$ cat src/rtl/ahb_lite_master_arb.sv
// Round-robin arbiter feeding a single-transfer AHB-Lite master: one NONSEQ SINGLE
// address phase followed by one data phase per granted request.
module ahb_lite_master_arb #(
    parameter int NREQ = 2,
    parameter int AW   = 32,
    parameter int DW   = 32,
    parameter int RW   = 1
) (
    input  logic              clk,
    input  logic              resetn,
    input  logic [NREQ-1:0]   req_valid,
    input  logic [NREQ*AW-1:0] req_addr,
    input  logic [NREQ-1:0]   req_write,
    input  logic [NREQ*3-1:0] req_size,
    input  logic [NREQ*DW-1:0] req_wdata,
    output logic [NREQ-1:0]   req_ready,
    output logic [NREQ-1:0]   rsp_valid,
    output logic [DW-1:0]     rsp_rdata,
    output logic              rsp_err,
    output logic              hsel,
    output logic [AW-1:0]     haddr,
    output logic [1:0]        htrans,
    output logic              hwrite,
    output logic [2:0]        hsize,
    output logic [2:0]        hburst,
    output logic [3:0]        hprot,
    output logic [DW-1:0]     hwdata,
    input  logic [DW-1:0]     hrdata,
    input  logic              hready,
    input  logic [RW-1:0]     hresp
);
    localparam int IW = $clog2(NREQ);

    typedef enum logic [1:0] {IDLE, ADDR, DATA} state_t;

    state_t          state, state_nxt;
    logic [IW-1:0]   last_grant;
    logic [IW-1:0]   idx;
    logic [IW-1:0]   winner;
    logic [NREQ-1:0] grant_vec;
    logic            grant;

    // Search from last_grant+1 upward with wrap; iterating downward lets the
    // nearest valid requester be the final assignment.
    function automatic logic [IW-1:0] rr_pick(input logic [NREQ-1:0] valid,
                                              input logic [IW-1:0]   last);
        logic [IW-1:0] pick;
        int            cand;
        pick = last;
        for (int k = NREQ; k >= 1; k--) begin
            cand = int'(last) + k;
            if (cand >= NREQ) cand = cand - NREQ;
            if (valid[IW'(cand)]) pick = IW'(cand);
        end
        return pick;
    endfunction

    assign winner    = rr_pick(req_valid, last_grant);
    assign grant_vec = {{(NREQ-1){1'b0}}, 1'b1} << winner;
    assign req_ready = grant ? grant_vec : '0;

    always_comb begin
        state_nxt = state;
        grant     = 1'b0;
        case (state)
            IDLE: begin
                // Gated by resetn so no accept pulse leaks out while reset is held.
                if (resetn && |req_valid) begin
                    grant     = 1'b1;
                    state_nxt = ADDR;
                end
            end
            ADDR:    if (hready) state_nxt = DATA;
            DATA:    if (hready) state_nxt = IDLE;
            default: state_nxt = IDLE;
        endcase
    end

    always_ff @(posedge clk or negedge resetn) begin
        if (!resetn) begin
            state      <= IDLE;
            last_grant <= IW'(NREQ - 1);
            idx        <= '0;
            rsp_valid  <= '0;
            rsp_rdata  <= '0;
            rsp_err    <= 1'b0;
            haddr      <= '0;
            hwrite     <= 1'b0;
            hsize      <= '0;
            hwdata     <= '0;
        end else begin
            state     <= state_nxt;
            rsp_valid <= '0;
            if (grant) begin
                last_grant <= winner;
                idx        <= winner;
                haddr      <= req_addr[winner*AW +: AW];
                hwrite     <= req_write[winner];
                hsize      <= req_size[winner*3 +: 3];
                hwdata     <= req_wdata[winner*DW +: DW];
            end
            if (state == DATA && hready) begin
                rsp_valid <= {{(NREQ-1){1'b0}}, 1'b1} << idx;
                rsp_rdata <= hrdata;
                rsp_err   <= |hresp;
            end
        end
    end

    assign hsel   = (state == ADDR);
    assign htrans = (state == ADDR) ? 2'b10 : 2'b00;
    assign hburst = 3'b000;
    assign hprot  = 4'b0011;

endmodule

$ cat config.mk
export PLATFORM = sky130hd
export DESIGN_NAME = ahb_lite_master_arb
export DESIGN_NICKNAME = d
export VERILOG_FILES = /design/src/rtl/ahb_lite_master_arb.sv
export SDC_FILE = /design/constraint.sdc
export NUM_CORES = 1
export LEC_CHECK = 0
export CORE_MARGIN = 2
export CORE_UTILIZATION = 30
export CTS_CLUSTER_DIAMETER = 60
export DETAILED_ROUTE_END_ITERATION = 8
export HOLD_SLACK_MARGIN = 0.05
export PLACE_DENSITY = 0.81
export REMOVE_ABC_BUFFERS = 1
export SYNTH_ARGS = -nofsm -noshare
export SYNTH_HDL_FRONTEND = slang
export SYNTH_SLANG_ARGS = --single-unit
$ cat constraint.sdc
create_clock -name clk -period 1.65 [get_ports clk]
set_input_delay 0.4125 -clock clk [delete_from_list [all_inputs] [get_ports clk]]
set_output_delay 0.4125 -clock clk [all_outputs]
set_load 0.02 [all_outputs]
==> reports/qor.yml <==
status: "finished, violations left"
violations: "setup timing"
tightest_slew_ps: 719
start_kind: "register"
synthDistinctLibCells: 21
tns_ps: -12100
holdBufCountCts: 0
drv_slew: 0
start_util_pct: 30.6
firstDrtPassIters: 4
pwr-share-clk_pct: 13.7
setup_viol: 70
p_seq_share_pct: 28.7
netSwitchingFraction_pct: 36.0
track_usage_pct: 17.5
syn-cell-area_sq_um: 4850
htreeDepth: 3
r2r-start: "last_grant$_DFFE_PN1N_"
cp.arrival_ps: 1470
cts-buffers-inserted: 9
setup_ws_ps: -230
fp.dieW_um: 131
dpl_cell_area_sq_um: 8070
detail-route-antenna-nets: 0
grt_overflow: 0
r2r_setup_slack_ps: -220
cp-end-kind: "output port"
leakage_uw: 0.00414
whs_ps: 317
r2r_cells: 6
port_buffers: 280
dp.final_hpwl_um: 11300
clk_latency_ps: 340
relSlewSlack_pct: 52.1
fp.dieArea_sq_um: 17200
hold_viol: 0
antenna_found_initial: 0
powerDensity_nw_per_um2: 1840
ys_ff_latch: 107
cap_violations: 0
fin_nets: 804
core_sq_um: 15800
ios: 289
grt_pass1_wl_um: 23800
via_count: 3892
vias_per_cell: 4.57
std_cell_rows: 46
switchingPower_uw: 5900
ys_warn_count: 0
finalCritPeriodShare_pct: 114
yosys.area.top_type: "dfrtp_1"
die_y_um: 131
final_util_pct: 56.3
hold_path.class: "in -> async"
clockRootBuffer: "clkbuf_16"
wl_per_cell_um: 19.1
cp_max_fo: 3
cts_tree: "done"
grt_max_degree: 56
pwr-share-comb_pct: 57.6
syn_inst: 324
grt_pass1_vias: 4419
finalNonFillerCells: 851
stdcell_area_sq_um: 8910
synth_top_area_share_pct: 54.7
worstSetupPathType: "reg -> out"
n_antenna_cell: 0
yosysSeqAreaShare_pct: 55.2
required_ps: 1240
clock_path_buffers: 2
post-route-min-period_ps: 1880
area_growth_pct: 83.6
first_iter_violations: 72
drive_above_1_share_pct: 36.5
drt_wl_total_um: 16300
cts_sinks: 107
ys_top_cells_by_area: "dfrtp_1 (55%), mux2_2 (36%), mux2_1 (3.0%)"
fmax_mhz: 532
place_congestion: 0.779
drc: 0
clock_skew_ps: 7.31
vdd_drop_max_uv: 894
rsz0062_at_grt: "true"
p_int_uw: 10500
synth_area_per_cell_sq_um: 15.0
clk_pin_slew_ps: 70
r2r_end: "haddr[10]$_DFFE_PN0N_"
place_inst: 825
[timing repair]
action / in CTS / in global routing
gates cloned: 2 / 2
gates resized for setup: 154 / 106
endpoints found under the setup margin: 175 / 72
pin swaps: 2 / 1
setup buffers: 6 / 3
[layer usage]
metal | global-route usage (%) | vias to the layer above | share of wire (%)
li1 | - | 1737 | -
met3 | 5.86 | 26 | 7.4
met1 | 18.5 | 1925 | 39
met2 | 32.7 | 204 | 51
met5 | 0 | - | 0
met4 | 5.68 | 0 | 2.4
[critical path: stages, from the launching register on]
cell	delay, ps
dfstp_2	590
xnor2_4	150
buf_12	140
and2_4	140
buf_12	100
[cells by family (layout without fill, tap and decap cells)]
group | after synthesis | after routing | share of synthesized area [%]
AOI/OAI and AO/OA | 4 | 4 | 0.568
xor gates and xnor gates | 2 | 2 | 0.361
buffers and inverters | 29 | 334 | 3.20
DFF | 107 | 107 | 55.2
muxes | 170 | 170 | 39.4
other | 2 | 8 | 0.155
and+or+nand+nor | 10 | 10 | 1.06
[stage by stage]
stage	worst slack [ps]	total power, uW
5_1_grt	-280	17200
6_report	-230	16400
3_5_place_dp	-723	13300
2_1_floorplan	-3410	8760
4_1_cts	-270	15400
3_3_place_gp	-641	13000
[cell type report]
type | count | area (sq um)
repair buffers | 316 | 3140
fillers | 1290 | 6920
well taps | 216 | 270
clock buffers | 13 | 270
multi-input cells | 194 | 2500
inverters | 2 | 10.0
clock inverters | 3 | 45.0
flip-flops and latches | 107 | 2680
[cells in the mapped netlist]
master	count
mux2_1	13
mux2_2	156
xnor2_1	1
dfstp_2	1
mux2i_1	1
and3_1	1
nand3b_1	1
conb_1	2
buf_2	10
o21ai_0	2
and2_1	1
nor2_1	4
nand2_1	1
buf_4	9
o211a_1	1
nand2b_1	2
dfrtp_1	106
clkbuf_1	8
inv_1	2
xor2_1	1
o211ai_1	1
[layout by cell type (no fill, tap or decap), drive strengths merged, types with 2 or more instances in the layout]
cell type | Yosys | final
dlygate4sd2 | 0 | 105
clkinvlp | 0 | 2
clkdlybuf4s50 | 0 | 170
dfrtp | 106 | 106
nor2 | 4 | 4
nand2b | 2 | 2
buf | 19 | 39
inv | 2 | 2
clkbuf | 8 | 15
mux2 | 169 | 169
o21ai | 2 | 2
conb | 2 | 8
[flip-flops by register name, summed over array words and instances, names as in the netlist]
signal / flops
haddr: 32
hsize: 3
hwdata: 32
hwrite: 1
idx: 1
last_grant: 1
rsp_err: 1
rsp_rdata: 32
rsp_valid: 2
state: 2
[worst max-delay path by stage]
| stage | slack (ps) | cells past startpoint | end | startpoint |
|---|---|---|---|---|
| detailed placement | -720 | 6 | hsize[1]$_DFFE_PN0N_ | req_valid[0] |
| finish | -230 | 4 | req_ready[0] | last_grant$_DFFE_PN1N_ |
| floorplan | -3410 | 2 | req_ready[1] | req_valid[0] |
| global route | -280 | 4 | req_ready[0] | last_grant$_DFFE_PN1N_ |
| global placement | -640 | 6 | hwdata[0]$_DFFE_PN0N_ | req_valid[0] |
| CTS | -270 | 6 | haddr[15]$_DFFE_PN0N_ | last_grant$_DFFE_PN1N_ |
[power by group through the flow]
stage / sequential (uW) / combinational [uW] / clock, uW
floorplan: 6190 / 2570 / 0
global placement: 4650 / 8310 / 0
detailed placement: 4730 / 8530 / 0
CTS: 4660 / 8400 / 2320
global route: 4870 / 9880 / 2410
finish: 4700 / 9420 / 2240
(Power assumes the default switching activity.)
